--- config.mk ---
export PLATFORM = sky130hd
export DESIGN_NAME = wb_axi_write_arbiter
export DESIGN_NICKNAME = d
export VERILOG_FILES = /design/src/rtl/wb_axi_write_arbiter.sv
export SDC_FILE = /design/constraint.sdc
export NUM_CORES = 1
export LEC_CHECK = 0
export ABC_AREA = 1
export BUFFER_PORTS_ARGS = -buffer_cell sky130_fd_sc_hd__buf_4
export CORE_AREA = 2 2 94 96
export CTS_BUF_LIST = sky130_fd_sc_hd__clkbuf_8
export DETAILED_ROUTE_END_ITERATION = 8
export DIE_AREA = 0 0 96 98
export PLACE_DENSITY = 0.68
export SYNTH_ARGS = -nofsm -noshare
export SYNTH_HDL_FRONTEND = slang
export SYNTH_SLANG_ARGS = --single-unit
--- constraint.sdc ---
create_clock -name clk -period 3.5 [get_ports clk]
set_input_delay 0.175 -clock clk [delete_from_list [all_inputs] [get_ports clk]]
set_output_delay 0.175 -clock clk [all_outputs]
set_load 0.1 [all_outputs]
--- src/rtl/wb_axi_write_arbiter.sv ---
// Two-master to one-slave AXI4 write-channel arbiter: one whole AW/W/B transaction at a time,
// round-robin on ties (fixed priority to master 0 when WB_ARB_FIXED_PRIO_EN is defined).
module wb_axi_write_arbiter #(
  parameter int ADDR_W = 12,
  parameter int DATA_W = 32
) (
  input  logic                clk,
  input  logic                rst_n,

  input  logic [ADDR_W-1:0]   s0_awaddr,
  input  logic [7:0]          s0_awlen,
  input  logic [2:0]          s0_awsize,
  input  logic [1:0]          s0_awburst,
  input  logic [3:0]          s0_awcache,
  input  logic                s0_awlock,
  input  logic [2:0]          s0_awprot,
  input  logic                s0_awvalid,
  output logic                s0_awready,
  input  logic [DATA_W-1:0]   s0_wdata,
  input  logic [DATA_W/8-1:0] s0_wstrb,
  input  logic                s0_wlast,
  input  logic                s0_wvalid,
  output logic                s0_wready,
  output logic [1:0]          s0_bresp,
  output logic                s0_bvalid,
  input  logic                s0_bready,

  input  logic [ADDR_W-1:0]   s1_awaddr,
  input  logic [7:0]          s1_awlen,
  input  logic [2:0]          s1_awsize,
  input  logic [1:0]          s1_awburst,
  input  logic [3:0]          s1_awcache,
  input  logic                s1_awlock,
  input  logic [2:0]          s1_awprot,
  input  logic                s1_awvalid,
  output logic                s1_awready,
  input  logic [DATA_W-1:0]   s1_wdata,
  input  logic [DATA_W/8-1:0] s1_wstrb,
  input  logic                s1_wlast,
  input  logic                s1_wvalid,
  output logic                s1_wready,
  output logic [1:0]          s1_bresp,
  output logic                s1_bvalid,
  input  logic                s1_bready,

  output logic [ADDR_W-1:0]   m_awaddr,
  output logic [7:0]          m_awlen,
  output logic [2:0]          m_awsize,
  output logic [1:0]          m_awburst,
  output logic [3:0]          m_awcache,
  output logic                m_awlock,
  output logic [2:0]          m_awprot,
  output logic                m_awvalid,
  input  logic                m_awready,
  output logic [DATA_W-1:0]   m_wdata,
  output logic [DATA_W/8-1:0] m_wstrb,
  output logic                m_wlast,
  output logic                m_wvalid,
  input  logic                m_wready,
  input  logic [1:0]          m_bresp,
  input  logic                m_bvalid,
  output logic                m_bready,

  output logic                grant,
  output logic                busy,
  output logic                err_wlast
);

  typedef enum logic [1:0] {IDLE, DATA, RESP} state_e;

  state_e      state_q, state_d;
  logic        grant_q, grant_d;
  logic        last_grant_q, last_grant_d;
  logic        aw_done_q, aw_done_d;
  logic        w_done_q, w_done_d;
  logic [7:0]  beat_cnt_q, beat_cnt_d;
  logic [7:0]  awlen_q, awlen_d;
  logic        err_q, err_d;

  logic [ADDR_W-1:0]   sel_awaddr;
  logic [7:0]          sel_awlen;
  logic [2:0]          sel_awsize;
  logic [1:0]          sel_awburst;
  logic [3:0]          sel_awcache;
  logic                sel_awlock;
  logic [2:0]          sel_awprot;
  logic                sel_awvalid;
  logic [DATA_W-1:0]   sel_wdata;
  logic [DATA_W/8-1:0] sel_wstrb;
  logic                sel_wlast;
  logic                sel_wvalid;
  logic                sel_bready;

  logic in_data, in_resp;
  logic aw_hs, w_hs, b_hs;
  logic aw_rdy_g, w_rdy_g, b_vld_g;
  logic [7:0] cur_awlen;
  logic win;

  always_comb begin
    sel_awaddr  = grant_q ? s1_awaddr  : s0_awaddr;
    sel_awlen   = grant_q ? s1_awlen   : s0_awlen;
    sel_awsize  = grant_q ? s1_awsize  : s0_awsize;
    sel_awburst = grant_q ? s1_awburst : s0_awburst;
    sel_awcache = grant_q ? s1_awcache : s0_awcache;
    sel_awlock  = grant_q ? s1_awlock  : s0_awlock;
    sel_awprot  = grant_q ? s1_awprot  : s0_awprot;
    sel_awvalid = grant_q ? s1_awvalid : s0_awvalid;
    sel_wdata   = grant_q ? s1_wdata   : s0_wdata;
    sel_wstrb   = grant_q ? s1_wstrb   : s0_wstrb;
    sel_wlast   = grant_q ? s1_wlast   : s0_wlast;
    sel_wvalid  = grant_q ? s1_wvalid  : s0_wvalid;
    sel_bready  = grant_q ? s1_bready  : s0_bready;
  end

  assign in_data = (state_q == DATA);
  assign in_resp = (state_q == RESP);

  // Outside DATA the slave sees an all-zero request, so stale master fields never leak out.
  assign m_awaddr  = in_data ? sel_awaddr  : '0;
  assign m_awlen   = in_data ? sel_awlen   : '0;
  assign m_awsize  = in_data ? sel_awsize  : '0;
  assign m_awburst = in_data ? sel_awburst : '0;
  assign m_awcache = in_data ? sel_awcache : '0;
  assign m_awlock  = in_data & sel_awlock;
  assign m_awprot  = in_data ? sel_awprot  : '0;
  assign m_awvalid = in_data & ~aw_done_q & sel_awvalid;
  assign m_wdata   = in_data ? sel_wdata   : '0;
  assign m_wstrb   = in_data ? sel_wstrb   : '0;
  assign m_wlast   = in_data & sel_wlast;
  assign m_wvalid  = in_data & ~w_done_q & sel_wvalid;
  assign m_bready  = in_resp & sel_bready;

  assign aw_rdy_g = in_data & ~aw_done_q & m_awready;
  assign w_rdy_g  = in_data & ~w_done_q & m_wready;
  assign b_vld_g  = in_resp & m_bvalid;

  assign s0_awready = aw_rdy_g & ~grant_q;
  assign s1_awready = aw_rdy_g &  grant_q;
  assign s0_wready  = w_rdy_g  & ~grant_q;
  assign s1_wready  = w_rdy_g  &  grant_q;
  assign s0_bvalid  = b_vld_g  & ~grant_q;
  assign s1_bvalid  = b_vld_g  &  grant_q;
  assign s0_bresp   = (in_resp & ~grant_q) ? m_bresp : 2'b00;
  assign s1_bresp   = (in_resp &  grant_q) ? m_bresp : 2'b00;

  assign aw_hs = m_awvalid & m_awready;
  assign w_hs  = m_wvalid & m_wready;
  assign b_hs  = m_bvalid & m_bready;

  // Before the AW handshake the master's live awlen is the only length available.
  assign cur_awlen = aw_done_q ? awlen_q : sel_awlen;

  assign grant     = grant_q;
  assign busy      = (state_q != IDLE);
  assign err_wlast = err_q;

  always_comb begin
`ifdef WB_ARB_FIXED_PRIO_EN
    win = ~s0_awvalid;
`else
    win = (s0_awvalid & s1_awvalid) ? ~last_grant_q : s1_awvalid;
`endif
  end

  // NOTE: every next-state signal is defaulted to its register first so no path infers a latch.
  always_comb begin
    state_d      = state_q;
    grant_d      = grant_q;
    last_grant_d = last_grant_q;
    aw_done_d    = aw_done_q;
    w_done_d     = w_done_q;
    beat_cnt_d   = beat_cnt_q;
    awlen_d      = awlen_q;
    err_d        = err_q;
    unique case (state_q)
      IDLE: begin
        if (s0_awvalid | s1_awvalid) begin
          grant_d = win;
          state_d = DATA;
        end
      end
      DATA: begin
        if (aw_hs) begin
          aw_done_d = 1'b1;
          awlen_d   = sel_awlen;
        end
        if (w_hs) begin
          beat_cnt_d = beat_cnt_q + 8'd1;
          if (sel_wlast) begin
            w_done_d = 1'b1;
            if (beat_cnt_q != cur_awlen) err_d = 1'b1;
          end else if (beat_cnt_q == cur_awlen) begin
            err_d = 1'b1;
          end
        end
        if (aw_done_d & w_done_d) state_d = RESP;
      end
      RESP: begin
        if (b_hs) begin
          last_grant_d = grant_q;
          aw_done_d    = 1'b0;
          w_done_d     = 1'b0;
          beat_cnt_d   = 8'd0;
          state_d      = IDLE;
        end
      end
      default: state_d = IDLE;
    endcase
  end

  // NOTE: state registers use non-blocking assignment so every flop samples pre-edge values.
  always_ff @(posedge clk) begin
    if (!rst_n) begin
      state_q      <= IDLE;
      grant_q      <= 1'b0;
      last_grant_q <= 1'b1;
      aw_done_q    <= 1'b0;
      w_done_q     <= 1'b0;
      beat_cnt_q   <= 8'd0;
      awlen_q      <= 8'd0;
      err_q        <= 1'b0;
    end else begin
      state_q      <= state_d;
      grant_q      <= grant_d;
      last_grant_q <= last_grant_d;
      aw_done_q    <= aw_done_d;
      w_done_q     <= w_done_d;
      beat_cnt_q   <= beat_cnt_d;
      awlen_q      <= awlen_d;
      err_q        <= err_d;
    end
  end

endmodule

==> key figures, run 1 <==
Setup path
  – Critical-path cell list: inv_2 > buf_4 > nand2_1 > a21oi_2 > buf_4
  – Crit-path max FO: 43
  – Critical path class: flip-flop to output pin
  – Slowest CP cell: buf_4
  – Crit path capture type: output pin
  – Startpoint type of the worst setup path: flip-flop
  – Largest incremental delay on the critical path: ~490 ps
  – Cell occurring most often along the worst timing path: buf_4
  – Data required time of the worst path: about 3300 ps
  – R2R setup slack: 1380 ps
  – Arrival @ worst endpoint: 2140 ps

Place
  – Total of buffers placed on input and output ports: 238
  – # placed instances: 798
  – Final HPWL from detailed placement: 9180 um
  – Placer Congestion: 0.897

GRT
  – Overall routing resource usage: 23.8%
  – Number of antenna violations at the first check in global routing: 0
  – First-pass GRT wire length: 17900 um
  – Aggregate global routing overflow: 0
  – Vias in the first global route: 3714
  – Pin count of the biggest net entering global routing: 80

Clock network
  – Root buffer selected by CTS: clkbuf_8
  – TritonCTS Sinks: 23
  – Max Root-Sink Buffers: 2
  – H-tree levels: 1
  – Hold buffers post-CTS: 0
  – Number of gates resized after CTS: 0
  – Clock tree from TritonCTS: yes
  – Clock transition time at the flip-flop clock pins of the worst setup and hold paths: about 80 ps
  – Worst-Skew Late Latency: ~280 ps
  – Number of buffers added for setup after CTS: 0
  – Number of buffers inserted during clock tree synthesis: 3

Timing
  – Number of hold violations in the final report: 0
  – Max Slew Vio Count: 0
  – Fmax: 431 MHz
  – Ratio of final minimum period to clock period: about two thirds
  – Worst-margin pin slew: a little over 800 ps
  – Total of endpoints with negative setup slack in the final report: 0
  – Unrepaired setup endpoints after global routing: no
  – Sum Neg Setup Slack: 0 ps
  – Worst rel slew slack: approximately 46%
  – Clock skew: 9.09 ps
  – Min Tclk post-route: 2320 ps

Floorplanning
  – Chip height: 98 um
  – Boundary pin count: 239
  – Initial Utilization: 29.3%
  – Area of the core: 8470 sq um
  – Num rows: 34
  – Die boundary width: approximately 96 um
  – Area enclosed by the die boundary: 9410 sq um

Drt
  – Routed length per instance: between 10 and 15 um
  – Via-to-Cell Ratio: ~4.8
  – Remaining antenna violation count after routing: 0
  – Final routed wirelength across all metal layers: 11600 um
  – Post-route DRC violation count: 0
  – Vias after detailed routing: about 3800
  – Drt first pass iters: 4
  – Initial drt markers: 137

Logic synthesis
  – Number of enable flip-flop cells after synthesis: 0
  – Portion of the post-synthesis area used by sequential elements: approximately 19%
  – Average instance area after synthesis: 5.20 sq um
  – Distinct cell type count of the synthesized netlist: 34
  – Top flip-flop cell by instance count after synthesis: dfxtp_1
  – Synthesized instance count: 478
  – Synth Net Count: between 600 and 700
  – Share of synthesized registers carrying an async set or reset: 0%
  – Post-synthesis register bit count: 23
  – YS warnings: 0
  – Post-Syn Area: 2480 sq um

Final layout
  – Sequential cell area in the final layout: 462 sq um
  – Diode count: 0
  – Fill cells: 876
  – Most frequent standard cell in the layout excluding fill and tap cells: buf_4
  – Share of cells above drive strength 1: 45.2%
  – Number of nets in the final layout: 849
  – Area of the multi-input gates: between 1500 and 2000 sq um
  – Commonest cells after routing, fill and taps aside: buf_4 (241), nand2_1 (207), a21oi_2 (51)
  – Post-route insts no fill: 802
  – Area growth, synth to finish: 82.6%

Pwr
  – Largest vdd supply drop: 167 uV
  – Static leakage: between 2 and 2.5 nW
  – Pwr dens: 318 nW/um^2

Run status
  – Outcome: completed

Run
  – Maximum capacitance violations: 0

Hold path
  – Class of the most critical hold timing path: input port to flip-flop
sequential cells by signal, summed over array words and instances, names as in the netlist:
register and flops:
awlen_q 8, beat_cnt_q 8, state_q 2, aw_done_q 1
err_wlast 1, grant 1, last_grant_q 1, w_done_q 1
cell usage after synthesis, types with 4 or more instances:
| library cell | count | share of area [%] |
|---|---|---|
| nand2_1 | 207 | 31 |
| a21oi_1 | 82 | 17 |
| inv_1 | 27 | 4.1 |
| nand3_1 | 27 | 5.4 |
| nor2_1 | 27 | 4.1 |
| dfxtp_1 | 23 | 19 |
| o21ai_0 | 13 | 2.6 |
| buf_1 | 10 | 1.5 |
| clkbuf_1 | 10 | 1.5 |
| inv_2 | 5 | 0.76 |
| buf_2 | 4 | 0.81 |
| nor3_1 | 4 | 0.81 |
| or2_1 | 4 | 1.0 |
report_power, final:
part	total, mW	switching [mW]	internal [mW]
combinational	0.990	0.726	0.264
clock	0.173	0.0931	0.0798
sequential	0.279	0.00839	0.271
total	1.44	0.827	0.615
worst max-delay path, delay by kind of cell (launching register included):
kind | cells | cell delay, ps
AO/OA/AOI/OAI | 1 | 160
buffers and inverters | 3 | 1230
flip-flops | 1 | 330
AND/OR/NAND/NOR | 1 | 120
per-stage QoR:
stage	area (sq um)	util, %	setup slack, ps	power (mW)	hold WS [ps]
final	4530	53.6	1180	1.44	196
after global routing	4530	53.6	981	1.51	212
after floorplan	2680	-	144	1.00	339
after CTS	4530	53.6	1180	1.45	184
after detailed placement	4490	53.0	1410	1.28	471
after global placement	4490	53.0	1470	1.27	465
cell families after synthesis:
logic type,share of synthesized area [%]
AND/OR/NAND/NOR,47.6
AO/OA/AOI/OAI,21.5
buffers and inverters,10.8
flip-flops,18.5
XOR/XNOR,0.705
multiplexers,0.403
adder cells (fa/ha/maj),0.504
per-layer routing:
| layer | vias up | wire, um | track usage, % |
|---|---|---|---|
| li1 | 1958 | - | - |
| met1 | 1728 | 4760 | 28.8 |
| met2 | 126 | 5760 | 40.8 |
| met3 | 22 | 856 | 6.94 |
| met4 | 0 | 257 | 5.71 |
| met5 | - | 0 | 0 |
worst paths after layout:
kind / depth (start not counted) / endpoint / startpoint
min: 3 / grant / s1_awvalid
max reg2reg: 8 / beat_cnt_q[5] / grant
min reg2reg: 2 / last_grant_q / last_grant_q
max: 5 / m_wdata[27] / grant
area by class of cell:
cell class	count	share of cell area [%]
multi-input cells	393	43.2
repair buffers	241	39.9
flip-flops and latches	23	10.2
well taps	108	2.98
inverters	33	2.73
clock buffers	3	0.911
clock inverters	1	0.110
Power figures use the tool's default switching activity.
==> inputs of run 2 (changes only) <==
ABC_AREA = 0   (was 1)
CORE_AREA = 2 2 92 94   (was 2 2 94 96)
DIE_AREA = 0 0 94 96   (was 0 0 96 98)
PLACE_DENSITY = 0.7   (was 0.68)
clock period = 1.95 ns   (was 3.5 ns; I/O delays follow)
==> run 2 against run 1 <==
Non-clock buffer count rose by 19; clock skew fell by 3.8 ps; cell count fell by 18%; sequential cell count did not move; core utilization rose by 8.6 points; synthesized cell count fell by 35%; sequential power rose by 82%; setup slack got worse by 1100 ps.
==> key figures, run 2 <==
Timing
  – Fmax: roughly 540 MHz
  – Clock skew: 5.32 ps (-3.77 ps)
  – Ratio of final minimum period to clock period: between 90% and 100%
  – Max Slew Vio Count: 0 (unchanged)
  – Worst rel slew slack: 66.1% (+20 points)
  – Unrepaired setup endpoints after global routing: yes
  – Number of hold violations in the final report: 0 (unchanged)
  – Post-layout worst setup margin: 86.8 ps (-1090 ps)
  – Total of endpoints with negative setup slack in the final report: 0 (unchanged)
  – Min Tclk post-route: 1860 ps
  – Worst-margin pin slew: 508 ps (-297 ps)

Place
  – Placer Congestion: 0.786 (-12%)
  – # placed instances: 648 (-19%)
  – Final HPWL from detailed placement: 8450 um (-8.0%)
  – Post-place setup slack: 38.8 ps (-1380 ps)
  – Total of buffers placed on input and output ports: 238 (unchanged)

Clock network
  – H-tree levels: 1 (unchanged)
  – Clock transition time at the flip-flop clock pins of the worst setup and hold paths: 80 ps (about the same)
  – Max Root-Sink Buffers: 2 (unchanged)
  – Clock tree from TritonCTS: yes
  – Number of buffers inserted during clock tree synthesis: 3 (unchanged)
  – TritonCTS Sinks: 23 (unchanged)
  – Worst-Skew Late Latency: 260 ps (-20 ps)
  – Hold buffers post-CTS: 0 (unchanged)
  – Root buffer selected by CTS: clkbuf_8

GRT
  – First-pass GRT wire length: 15100 um (-16%)
  – Number of antenna violations at the first check in global routing: 0 (unchanged)
  – Overall routing resource usage: 20.9% (-2.9 points)
  – Aggregate global routing overflow: 0 (unchanged)
  – Vias in the first global route: 2984 (-20%)
  – Pin count of the biggest net entering global routing: 29 (-64%)

Logic synthesis
  – Synth Net Count: 464 (-27%)
  – Post-Syn Area: 2310 sq um (-7.1%)
  – Share of synthesized registers carrying an async set or reset: 0% (unchanged)
  – Synthesized instance count: 310 (-35%)
  – Synth top area cells: mux2i_1 (35%), dfxtp_1 (20%), nor2_1 (16%)
  – Cell type with the largest total area after synthesis: mux2i_1
  – Top-area cell type share of the netlist area: 35.1% (+3.9 points)
  – Distinct cell type count of the synthesized netlist: 35 (+2.9%)
  – Portion of the post-synthesis area used by sequential elements: 20.0% (+1.4 points)
  – YS warnings: 0 (unchanged)
  – Post-synthesis register bit count: 23 (unchanged)
  – Top flip-flop cell by instance count after synthesis: dfxtp_1
  – Leading cell type by number of instances after synthesis: nor2_1
  – Number of enable flip-flop cells after synthesis: 0 (unchanged)
  – Average instance area after synthesis: 7.44 sq um (+43%)
  – Most numerous cell types in the synthesized netlist: nor2_1 (99), mux2i_1 (81), dfxtp_1 (23)

Setup path
  – Startpoint of the worst setup timing path: grant
  – Crit path capture type: output pin
  – Critical path class: flip-flop to output pin
  – Startpoint type of the worst setup path: flip-flop
  – Reg2reg start: grant
  – Data required time of the worst path: 1850 ps (-1470 ps)
  – Arrival @ worst endpoint: 1770 ps (-370 ps)
  – Crit-path max FO: 18 (-58%)

Drt
  – Initial drt markers: 36 (-74%)
  – Post-route DRC violation count: 0 (unchanged)
  – Total met3 wirelength after detailed routing: 522 um (-39%)
  – Top sig layer: met4
  – Routed wire length on met2: 5420 um (-6.0%)
  – Final routed wirelength across all metal layers: 10400 um (-11%)
  – Vias after detailed routing: 3112 (-19%)
  – Remaining antenna violation count after routing: 0 (unchanged)
  – Drt first pass iters: 4 (unchanged)
  – Wire length the detailed router placed on met1: 4260 um (-10%)
  – Routed length per instance: 15.7 um (+8.6%)
  – Via-to-Cell Ratio: 4.73 (-1.1%)

Final layout
  – Diode count: 0 (unchanged)
  – Area growth, synth to finish: 117%
  – Post-route insts no fill: 658 (-18%)
  – Most frequent standard cell in the layout excluding fill and tap cells: buf_4
  – Share of cells above drive strength 1: 62.9% (+18 points)
  – Biggest regs: awlen_q x8, beat_cnt_q x8, state_q x2
  – Commonest cells after routing, fill and taps aside: buf_4 (254), mux2i_1 (72), nor2_4 (60)
  – Number of nets in the final layout: 708 (-17%)

Floorplanning
  – Die boundary width: 94 um (-2.1%)
  – Initial Utilization: 28.7% (-0.68 points)
  – Boundary pin count: 239 (unchanged)
  – Area of the core: 8050 sq um (-4.9%)
  – Area enclosed by the die boundary: 9020 sq um (-4.1%)
  – Chip height: 96 um (-2.0%)
  – Num rows: 33 (-2.9%)

Pwr
  – Static leakage: 2.15 nW (-6.4%)
  – Largest vdd supply drop: 361 uV (+120%)
  – Pwr dens: 561 nW/um^2 (+76%)

Hold path
  – Worst min-delay path startpoint: rst_n
  – Class of the most critical hold timing path: input port to flip-flop

Run
  – Maximum capacitance violations: 0 (unchanged)

Run status
  – Outcome: completed
run 2: changes by cell type in the layout (fill, tap and decap cells not counted), sizes merged, moves of 8 or more:
cell,previous run,this run
inv,32,13
a21oi,83,8
nand2,209,10
xnor2,0,8
nor2,29,100
or2,9,1
mux2i,1,81
buf,241,258
o21ai,17,3
nand3,28,0
a211oi,0,8
run 2: worst max-delay path, stage by stage, from the launching register on:
cell and delay, ps:
dfxtp_4 420, buf_4 140, buf_4 290, mux2i_1 370
nor2_4 40, buf_4 230
run 2: logic make-up after synthesis:
kind of cell    count (synthesis)  share of synthesized area [%]
simple gates                  132                           25.3
xor+xnor                       12                           4.56
mux                            81                           35.1
flops                          23                           20.0
fa+ha+maj                       1                          0.542
buf+inv                        34                           6.83
compound gates                 27                           7.70
run 2: repair_timing:
item,CTS,global route
buffers inserted,1,3
endpoints found under the setup margin,30,18
resized for setup,4,11
pin swaps,0,0
gates cloned,2,0
run 2: power breakdown:
part           switching, mW  internal [mW]  leakage (nW)  total, mW
logic                   1.37          0.636          1.94       2.01
registers             0.0212          0.486         0.188      0.507
clock network          0.152          0.143        0.0255      0.295
run 2: area by class of cell:
type                       count  area [sq um]
multi-input combinational    253          2260
sequential                    23           465
clock inverter                 1          5.00
inverter                      13          48.8
tap                          105           131
fill                         707          3040
timing repair buffer         260          2050
clock buffer                   3          41.3
run 2: worst paths after layout:
path,end,slack [ps],depth (start not counted)
worst max-delay path,m_awprot[1],90,5
worst min register to register,last_grant_q,500,2
worst max register to register,beat_cnt_q[5],130,7
worst min-delay path,last_grant_q,70,2
run 2: per-stage QoR:
step / TNS (ps) / instance area, sq um / utilization, % / total power [mW] / hold slack, ps
global route: -33.7 / 5010 / 62.2 / 2.92 / 58.6
detailed placement: 0 / 4800 / 59.6 / 2.47 / 337
global placement: 0 / 4800 / 59.6 / 2.46 / 333
floorplan: -15930 / 2860 / - / 1.96 / 186
finish: 0 / 5010 / 62.2 / 2.81 / 66.8
CTS: 0 / 4940 / 61.3 / 2.80 / 59.2
run 2: metal layers:
metal | global-route usage, % | vias up
li1 | - | 1558
met1 | 27.3 | 1435
met2 | 37.7 | 105
met3 | 1.72 | 14
met4 | 4.23 | 0
met5 | 0 | -
==> inputs of run 3 (changes only) <==
==> constraint.sdc (replaced) <==
create_clock -name clk -period 1.95 [get_ports clk]
set_input_delay 0.39 -clock clk [delete_from_list [all_inputs] [get_ports clk]]
set_output_delay 0.39 -clock clk [all_outputs]
set_load 0.1 [all_outputs]
==> run 3 against run 2 <==
The flow now finishes with violations (setup timing); sequential power hardly changed; setup slack worse by 130 ps; total power increased by 24%; worst hold slack improved by 290 ps; largest power group unchanged.
==> key figures, run 3 (synthesized netlist as in run 2, its figures left out) <==
Floorplanning
  – Boundary pin count: 239 (unchanged)
  – Area of the core: 8050 sq um (unchanged)
  – Die boundary width: 94 um (unchanged)
  – Num rows: 33 (unchanged)
  – Chip height: 96 um (unchanged)
  – Initial Utilization: 28.7% (unchanged)
  – Area enclosed by the die boundary: 9020 sq um (unchanged)

Clock network
  – Clock tree from TritonCTS: yes
  – Worst-Skew Late Latency: 270 ps (about the same)
  – Max Root-Sink Buffers: 2 (unchanged)
  – TritonCTS Sinks: 23 (unchanged)
  – H-tree levels: 1 (unchanged)
  – Number of buffers inserted during clock tree synthesis: 3 (unchanged)
  – Clock transition time at the flip-flop clock pins of the worst setup and hold paths: 80 ps (about the same)
  – Root buffer selected by CTS: clkbuf_8

Final layout
  – Area growth, synth to finish: 192%
  – Sequential cell area in the final layout: 468 sq um (+0.54%)
  – Number of nets in the final layout: 724 (+2.3%)
  – Final core utilization: 83.8% (+22 points)
  – Area of the multi-input gates: 3000 sq um (+32%)
  – Share of cells above drive strength 1: 75.7% (+13 points)
  – Most frequent standard cell in the layout excluding fill and tap cells: buf_4
  – Diode count: 0 (unchanged)
  – Commonest cells after routing, fill and taps aside: buf_4 (189), nor2_4 (78), mux2i_4 (50)
  – Final Cell Area: 6750 sq um (+35%)
  – Biggest regs: awlen_q x8, beat_cnt_q x8, state_q x2
  – Post-route insts no fill: 674 (+2.4%)
  – Fill cells: 419 (-41%)

Setup path
  – Kind of cell adding the most delay to the critical path: buffers and inverters
  – Crit path capture type: output pin
  – Critical-path cell list: buf_12 > buf_16 > mux2i_4 > nor2_4 > buf_12
  – Slowest CP cell: dfxtp_4
  – Data required time of the worst path: 1560 ps (-290 ps)
  – Largest incremental delay on the critical path: 430 ps (about the same)
  – Bufs and invs on worst path: 3 (unchanged)
  – Worst path depth: 5 (unchanged)
  – Arrival @ worst endpoint: 1610 ps (-160 ps)
  – Critical path class: flip-flop to output pin
  – Depth of the most critical reg-to-reg path: 7 (unchanged)
  – Startpoint type of the worst setup path: flip-flop
  – Cell occurring most often along the worst timing path: buf_12
  – Crit-path max FO: 7 (-11)

Pwr
  – Static leakage: 2.58 nW (+20%)
  – Internal Dissipation: 1.68 mW (+33%)
  – Sequential fraction of design power: 14.6% (-3.5 points)
  – Pwr dens: 516 nW/um^2 (-8.0%)
  – Portion of total power attributed to combinational logic: 76.8% (+5.4 points)
  – Largest vdd supply drop: 450 uV (+25%)
  – Psw: 1.80 mW (+17%)
  – Net switching fraction of the power: 51.7% (-3.3 points)
  – Clk pwr share: 8.6% (-1.9 points)

GRT
  – First-pass GRT wire length: 17500 um (+16%)
  – Aggregate global routing overflow: 0 (unchanged)
  – Vias in the first global route: 3224 (+8.0%)
  – Overall routing resource usage: 24.7% (+3.8 points)
  – Number of antenna violations at the first check in global routing: 0 (unchanged)
  – Pin count of the biggest net entering global routing: 36 (+24%)

Place
  – Final HPWL from detailed placement: 8650 um (+2.4%)
  – Total of buffers placed on input and output ports: 238 (unchanged)
  – # placed instances: 653 (+0.77%)
  – Post-place setup slack: 73.1 ps (+34.3 ps)
  – Instance area at placement: 5110 sq um (+6.4%)
  – Placer Congestion: 0.796 (+1.3%)

Hold path
  – Worst Hold Depth: 2 (unchanged)
  – Class of the most critical hold timing path: input port to flip-flop

Drt
  – Via-to-Cell Ratio: 5.06 (+7.0%)
  – Remaining antenna violation count after routing: 0 (unchanged)
  – Vias after detailed routing: 3412 (+9.6%)
  – Final routed wirelength across all metal layers: 14700 um (+41%)
  – Post-route DRC violation count: 0 (unchanged)
  – Routed length per instance: 21.7 um (+38%)
  – Drt first pass iters: 4 (unchanged)
  – Initial drt markers: 79 (+120%)

Timing
  – Max Slew Vio Count: 0 (unchanged)
  – Worst-margin pin slew: 497 ps (-10.7 ps)
  – Total of endpoints with negative setup slack in the final report: 9 (+9)
  – Post-layout worst setup margin: -48.1 ps (-135 ps)
  – Unrepaired setup endpoints after global routing: yes
  – Ratio of final minimum period to clock period: 102% (+6.9 points)
  – Sum Neg Setup Slack: -135 ps (-135 ps)
  – Worst rel slew slack: 66.8% (+0.72 points)
  – Clock skew: 6.15 ps (+0.836 ps)
  – Number of hold violations in the final report: 0 (unchanged)
  – Min Tclk post-route: 2000 ps (+135 ps)
  – Fmax: 500 MHz (-6.7%)

Run
  – Maximum capacitance violations: 0 (unchanged)

Run status
  – Failing checks: setup timing
  – Outcome: complete, but fails checks
run 3: changes by cell type in the layout (fill, tap and decap cells not counted), moves of 10 or more:
| cell | change |
|---|---|
| mux2i_1 | -49 |
| buf_12 | +49 |
| buf_4 | -65 |
| nor2_1 | -15 |
| buf_6 | +14 |
| nor2_4 | +18 |
| mux2i_4 | +47 |
| buf_8 | +10 |
run 3: worst paths after layout:
check / slack [ps] / endpoint / from
worst min register to register: 490 / last_grant_q / last_grant_q
worst min-delay path: 350 / last_grant_q / rst_n
worst max-delay path: -50 / m_wdata[13] / grant
worst max register to register: 70 / err_wlast / grant
run 3: final cells by class:
cell class                      instances  share of cell area (%)
Sequential cell                        23                    6.93
Clock inverter                          1                  0.0556
Inverter                               13                   0.723
Tap cell                              105                    1.95
Multi-Input combinational cell        253                    44.4
Clock buffer                            3                   0.612
Timing Repair Buffer                  276                    45.3
run 3: per-stage QoR:
stage / power (mW) / hold slack [ps]
finish: 3.48 / 352
global route: 3.57 / 363
detailed placement: 2.57 / 490
CTS: 3.13 / 364
global placement: 2.56 / 467
floorplan: 2.04 / 453
run 3: timing repair:
item / in CTS / in global routing
setup endpoints to repair: 63 / 70
hold buffers: 0 / 0
pin swaps: 2 / 12
gates resized for setup: 137 / 136
gates cloned: 3 / 5
setup buffers: 1 / 8
run 3: power by group through the flow:
| stage | clock (mW) | sequential (mW) | combinational (mW) |
|---|---|---|---|
| after global placement | 0 | 0.517 | 2.04 |
| after CTS | 0.300 | 0.507 | 2.33 |
| after detailed placement | 0 | 0.517 | 2.06 |
| after global routing | 0.317 | 0.511 | 2.74 |
| after floorplan | 0 | 0.521 | 1.52 |
| final | 0.301 | 0.508 | 2.67 |
run 3: metal layers:
layer	GRT usage, %	part of all wire (%)	vias up
met5	0	0	-
met1	28.2	36	1614
met2	47.4	53	152
met3	4.78	5.9	52
li1	-	-	1594
met4	5.92	4.9	0
